==> src/rtl/uart_receiver.sv <==
// rtl/uart_receiver.sv - 8N1 UART receiver with one-deep ready/valid output holding register.
module uart_receiver #(
  parameter int CLKS_PER_BIT = 434
) (
  input  logic       clk,
  input  logic       rstb,
  input  logic       rx,
  output logic [7:0] rx_data,
  output logic       rx_valid,
  input  logic       rx_ready,
  output logic       frame_err,
  output logic       overrun
);

  localparam int CW = (CLKS_PER_BIT > 1) ? $clog2(CLKS_PER_BIT) : 1;
  localparam logic [CW-1:0] BIT_LAST  = CW'(CLKS_PER_BIT - 1);
  localparam logic [CW-1:0] HALF_LAST = CW'(CLKS_PER_BIT / 2 - 1);

  typedef enum logic [2:0] {
    WAIT_HIGH,
    IDLE,
    START,
    DATA,
    STOP
  } state_e;

  state_e          state_q, state_d;
  logic            rx_meta_q, rx_s_q;
  logic [1:0]      live_q;
  logic [CW-1:0]   cyc_q, cyc_d;
  logic [2:0]      bit_q, bit_d;
  logic [7:0]      shift_q, shift_d;
  logic [7:0]      rx_data_q, rx_data_d;
  logic            rx_valid_q, rx_valid_d;
  logic            frame_err_q, frame_err_d;
  logic            overrun_q, overrun_d;
  logic            byte_done;

  // The synchronizer's reset value is not a real observation of the line, so
  // WAIT_HIGH only trusts rx_s once two live samples have propagated through it.
  always_ff @(posedge clk) begin
    if (!rstb) begin
      rx_meta_q <= 1'b1;
      rx_s_q    <= 1'b1;
      live_q    <= 2'b00;
    end else begin
      rx_meta_q <= rx;
      rx_s_q    <= rx_meta_q;
      live_q    <= {live_q[0], 1'b1};
    end
  end

  always_ff @(posedge clk) begin
    if (!rstb) begin
      state_q     <= WAIT_HIGH;
      cyc_q       <= '0;
      bit_q       <= '0;
      shift_q     <= '0;
      rx_data_q   <= '0;
      rx_valid_q  <= 1'b0;
      frame_err_q <= 1'b0;
      overrun_q   <= 1'b0;
    end else begin
      state_q     <= state_d;
      cyc_q       <= cyc_d;
      bit_q       <= bit_d;
      shift_q     <= shift_d;
      rx_data_q   <= rx_data_d;
      rx_valid_q  <= rx_valid_d;
      frame_err_q <= frame_err_d;
      overrun_q   <= overrun_d;
    end
  end

  always_comb begin
    state_d     = state_q;
    cyc_d       = cyc_q;
    bit_d       = bit_q;
    shift_d     = shift_q;
    rx_data_d   = rx_data_q;
    rx_valid_d  = rx_valid_q;
    frame_err_d = 1'b0;
    overrun_d   = 1'b0;
    byte_done   = 1'b0;

    case (state_q)
      WAIT_HIGH: begin
        if (rx_s_q && live_q[1]) state_d = IDLE;
      end
      IDLE: begin
        cyc_d = '0;
        bit_d = '0;
        if (!rx_s_q) state_d = START;
      end
      START: begin
        if (cyc_q == HALF_LAST) begin
          cyc_d   = '0;
          state_d = rx_s_q ? IDLE : DATA;
        end else begin
          cyc_d = cyc_q + CW'(1);
        end
      end
      DATA: begin
        if (cyc_q == BIT_LAST) begin
          cyc_d   = '0;
          shift_d = {rx_s_q, shift_q[7:1]};
          bit_d   = bit_q + 3'd1;
          if (bit_q == 3'd7) state_d = STOP;
        end else begin
          cyc_d = cyc_q + CW'(1);
        end
      end
      STOP: begin
        if (cyc_q == BIT_LAST) begin
          cyc_d = '0;
          if (rx_s_q) begin
            byte_done = 1'b1;
            state_d   = IDLE;
          end else begin
            frame_err_d = 1'b1;
            state_d     = WAIT_HIGH;
          end
        end else begin
          cyc_d = cyc_q + CW'(1);
        end
      end
      default: state_d = WAIT_HIGH;
    endcase

    // Holding register: a completed byte is dropped only if the old one is still unaccepted.
    if (byte_done) begin
      if (rx_valid_q && !rx_ready) begin
        overrun_d = 1'b1;
      end else begin
        rx_data_d  = shift_q;
        rx_valid_d = 1'b1;
      end
    end else if (rx_valid_q && rx_ready) begin
      rx_valid_d = 1'b0;
    end
  end

  assign rx_data   = rx_data_q;
  assign rx_valid  = rx_valid_q;
  assign frame_err = frame_err_q;
  assign overrun   = overrun_q;

endmodule

==> config.mk <==
export PLATFORM = sky130hd
export DESIGN_NAME = uart_receiver
export DESIGN_NICKNAME = d
export VERILOG_FILES = /design/src/rtl/uart_receiver.sv
export SDC_FILE = /design/constraint.sdc
export NUM_CORES = 1
export LEC_CHECK = 0
export CAP_MARGIN = 30
export CORE_AREA = 2 2 79 81
export CTS_CLUSTER_DIAMETER = 80
export DETAILED_ROUTE_END_ITERATION = 6
export DIE_AREA = 0 0 81 83
export MAX_ROUTING_LAYER = met4
export PLACE_DENSITY_LB_ADDON = 0.08
export SYNTH_ARGS = -nofsm -noshare
export SYNTH_HDL_FRONTEND = slang
export SYNTH_SLANG_ARGS = --single-unit
==> constraint.sdc <==
create_clock -name clk -period 2.35 [get_ports clk]
set_input_delay 0.235 -clock clk [delete_from_list [all_inputs] [get_ports clk]]
set_output_delay 0.235 -clock clk [all_outputs]
set_load 0.01 [all_outputs]
# --- Word-level counts from Yosys, hierarchy flattened ---
# Index checks and enable logic that the tools add are counted.
classes:
  reduce_logical: 16
  n_eq_ne: 14
  bitwise_logic: 1
  add_sub_neg: 2
  mux: 23
ops:
  columns: ["op", "n"]
  rows:
  - ["$pmux W9 S3", 1]
  - ["$mux W3", 7]
  - ["$mux W9", 2]
  - ["$pmux W3 S5", 1]
  - ["$ne A2 B2 Y1 const B", 7]
  - ["$mux W1", 10]
  - ["$reduce_and A2 Y1", 5]
  - ["$add A9 B1 Y9 const B", 1]
  - ["$eq A9 B8 Y1 const B", 1]
  - ["$eq A9 B9 Y1 const B", 1]
  - ["$eq A3 B2 Y1 const B", 2]
  - ["$eq A3 B3 Y1 const B", 2]
  - ["$pmux W3 S2", 1]
  - ["$reduce_and A6 Y1", 1]
  - ["$reduce_bool A2 Y1", 2]
  - ["$add A3 B1 Y3 const B", 1]
  - ["$eq A3 B1 Y1 const B", 1]
  - ["$logic_and A1 B1 Y1", 3]
  - ["$logic_not A3 Y1", 1]
  - ["$reduce_and A3 Y1", 1]
  - ["$reduce_bool A3 Y1", 1]
  - ["$mux W2", 1]
  - ["$reduce_or A2 Y1", 1]
  - ["$logic_not A1 Y1", 1]
  - ["$not A1 Y1", 1]
word_totals:
  output_inout_bits: 11
  inputBits: 4
  register_bits: 38

# --- Longest topological paths before layout ---
depth:
  word_depth: 5
  depth_mapped: 9
  mapped_depth_nobuf: 7

# --- Least setup slack after synthesis ---
# No wires, ideal clock.
synth_path:
  path_kind: "reg2reg"
  startpoint: "register cyc_q[2]"
  endpoint: "register rx_data_q[0] (netlist: rx_data[0])"
  slack_ns: 0.336
  arrival_time_ns: 1.898
  t_required_ns: 2.234
  stages_incl_launch_ff: 7
  setup_time_ns: 0.116
  cell_sequence: "dfxtp_1 > or4b_4 > or2_1 > buf_6 > nor3_4 > mux2i_1 > nor2b_1"
synth_between:
  elab_chain_len: 4
synth_rtl:
  columns: ["item", "line", "source"]
  rows:
  - ["start: declaration", "30", "logic [CW-1:0] cyc_q, cyc_d;"]
  - ["start signal: assignment", "65", "cyc_q <= cyc_d;"]
  - ["$eq A9 B9 Y1", "114", "if (cyc_q == BIT_LAST) begin"]
  - ["$mux W1", "114", null]
  - ["$mux W1", "86", "case (state_q)"]
  - ["$reduce_and A2 Y1 (no line)", null, null]
  - ["end signal: assignment", "68", "rx_data_q <= rx_data_d;"]
  - ["end: declaration", "33", "logic [7:0] rx_data_q, rx_data_d;"]
# No other way between the ends.
# A chain may end at the register's enable or synchronous reset.

# --- Worst setup path after layout ---
layout_path:
  startpoint: "register cyc_q[2]"
  endpoint: "register rx_data_q[5] (netlist: rx_data[5])"
# Same word-level chain as after synthesis.

==> reports/metrics.cfg <==
[run_status]
outcome = completed

[synth]
syn_nets = 189
ys.flop_type = dfxtp_1
avgSynthCellArea_sq_um = 9.53
synth_area_sq_mm = 0.00172
synthArstFlopShare = 0
synth_edf_count = 0
yosysUniqueCellTypes = 42
ys_ff_latch = 38
seq_area_frac_synth = 0.443
syn_inst = 180
ys_warn_count = 0

[sta]
worst_slew_pin_slew_ns = 0.480
slew-limit-headroom = 0.679
rsz0062_at_grt = no
timing.setup.tns_ns = 0
finalHoldViolCount = 0
period_share = 0.863
period_needed_ns = 2.03
setup_viol = 0
finClkSkew_ns = 0.00383
max_freq_mhz = 493
drv_slew = 0
worst_slack_ns = 0.322

[placed_design]
port_buffers = 14
place_area_sq_mm = 0.00195
gp_congestion = 0.845
place_hpwl_mm = 2.44
dp_cells = 266
dp_worst_setup_slack_ns = 0.311

[route]
via_per_inst = 4.75
wire_per_inst_microns = 12.7
routed_wl_mm = 3.46
drtAntennaViolNets = 0
dr_total_vias = 1298
drt_first_pass_iters = 4
drc = 0
drt_first_iter_violations = 62

[global_routing]
grt_pass1_wl_mm = 6.13
grt_pass1_vias = 1296
gr-usage-met2 = 0.157
use_met3 = 0.0272
gr-total-overflow = 0
grt.total_usage = 0.119
antenna_found_initial = 0
grt_busiest_layer = met1
grt_util_met1 = 0.168
grt_max_degree = 30

[worst_setup_path]
crit_buf_inv = 1
crit_required_ns = 2.53
cp_cell_sequence = or4b_4 > or2_1 > nor3_4 > buf_4 > mux2i_1 > nor2b_1
slowest_delay_ns = 0.56
cp_max_fo = 8
critPathTopFamily = simple AND/OR/NAND/NOR gates
startpoint = cyc_q[2]
crit_arrival_ns = 2.21
cp-end-kind = flip-flop
path_class = reg -> reg
slowest_stage = or4b_4
start_kind = flip-flop
reg2reg_from = cyc_q[2]

[final_layout]
finalNetCount = 207
final_cell_area_sq_mm = 0.00206
drive_above_1_share = 0.0960
antenna_cells = 0
final_cells = 273
area_growth_pct = 20.0

[cts]
cts_tree = done
cts_resized = 0
insertion_delay_ns = 0.29
root_buffer = clkbuf_8
post-cts-setup-buffers = 0
cts_buffers = 5
clk_pin_slew_ns = 0.07
htree_levels = 2
clock_path_buffers = 2
cts.sinks = 38
cts_hold_buffers = 0

[die]
dieHeight_microns = 83
die_w_microns = 81
io_pins = 15
coreArea_sq_mm = 0.00582
rows = 28
dieArea_sq_mm = 0.00672
start_util = 0.295

[job]
cap_violations = 0

[power_and_ir_drop]
power.leakage_uw = 0.000689
powerDensity_mw_per_mm2 = 623
ir_drop_uv = 228

[hold_path]
hold_start = rx_meta_q
worstHoldPathType = reg -> reg

flip-flops by register name (all words and copies together), names as in the netlist, 2 cells and up:
register	cells
bit_q	3
live_q	2
cyc_q	9
state_q	3
rx_data	8
shift_q	8
per-layer routing:
| layer | wire length, microns | share of wire |
|---|---|---|
| met3 | 104 | 0.030 |
| met2 | 1470 | 0.42 |
| met1 | 1820 | 0.52 |
| met4 | 72 | 0.021 |
| met5 | 0 | 0 |
layout make-up:
cell class | count | area [sq um]
fillers | 623 | 3760
multi-input cells | 130 | 898
flip-flops and latches | 38 | 761
repair buffers | 19 | 178
well taps | 75 | 93.8
clock buffers | 6 | 82.6
clock inverters | 1 | 30.0
inverters | 4 | 15.0
per-stage QoR:
| step | hold WS [ns] | total power (uW) | utilization |
|---|---|---|---|
| detailed placement | 0.417 | 735 | 0.335 |
| CTS | 0.436 | 1300 | 0.354 |
| floorplan | 0.263 | 715 | - |
| finish | 0.431 | 1280 | 0.354 |
| global route | 0.457 | 1340 | 0.354 |
| global placement | 0.403 | 735 | 0.335 |
cells in the final DEF, fill, tap and decap left out, drive strengths merged, types with 2 or more instances in the layout:
cell type,instances
xnor2,2
and2,2
o2bb2ai,2
o21bai,3
o311ai,2
nor3,3
buf,5
or2,2
clkdlybuf4s50,14
nor3b,2
o211ai,2
o21ai,4
a21oi,5
nand2b,3
inv,4
a2bb2oi,2
nand2,17
nand4,3
nand3b,2
a21boi,3
clkbuf,6
nand3,6
nor2b,19
ha,5
dfxtp,38
or3b,3
mux2i,17
nor2,10
where the power goes:
group | switching (uW) | internal, uW
logic | 32.4 | 28.4
registers | 8.39 | 651
clock network | 224 | 340
total | 264 | 1020
Yosys cell counts (2+ instances only):
cell type	n	area share
dfxtp_1	38	0.44
o21bai_1	3	0.013
nand3b_1	2	0.0088
ha_1	5	0.036
o21ai_0	4	0.012
nor3_1	2	0.0058
nand4_1	3	0.011
inv_1	4	0.0088
or3b_2	3	0.015
and2_1	2	0.0073
o311ai_0	2	0.010
nand3_1	6	0.018
o211ai_1	2	0.0088
nor2b_1	19	0.069
nand2b_1	3	0.011
a2bb2oi_1	2	0.010
xnor2_1	2	0.010
nand2_1	17	0.037
clkbuf_1	6	0.013
nor3b_1	2	0.0088
mux2i_1	17	0.099
o2bb2ai_1	2	0.010
a21boi_0	3	0.013
a21oi_1	5	0.015
nor2_1	9	0.020
final timing paths:
kind                end  slack (ns)  cells past startpoint
max          rx_data[5]        0.32                      6
min              rx_s_q        0.43                      1
max reg2reg  rx_data[5]        0.32                      6
min reg2reg      rx_s_q        0.43                      1
logic make-up after synthesis:
family                     Yosys count  synth area share
muxes                               17            0.0992
buffers and inverters               12            0.0328
and+or+nand+nor                     78             0.261
AOI/OAI and AO/OA                   28             0.117
DFF                                 38             0.443
adders and majority gates            5            0.0365
xor gates and xnor gates             2            0.0102
No activity file was read; power rests on OpenSTA's default activity.
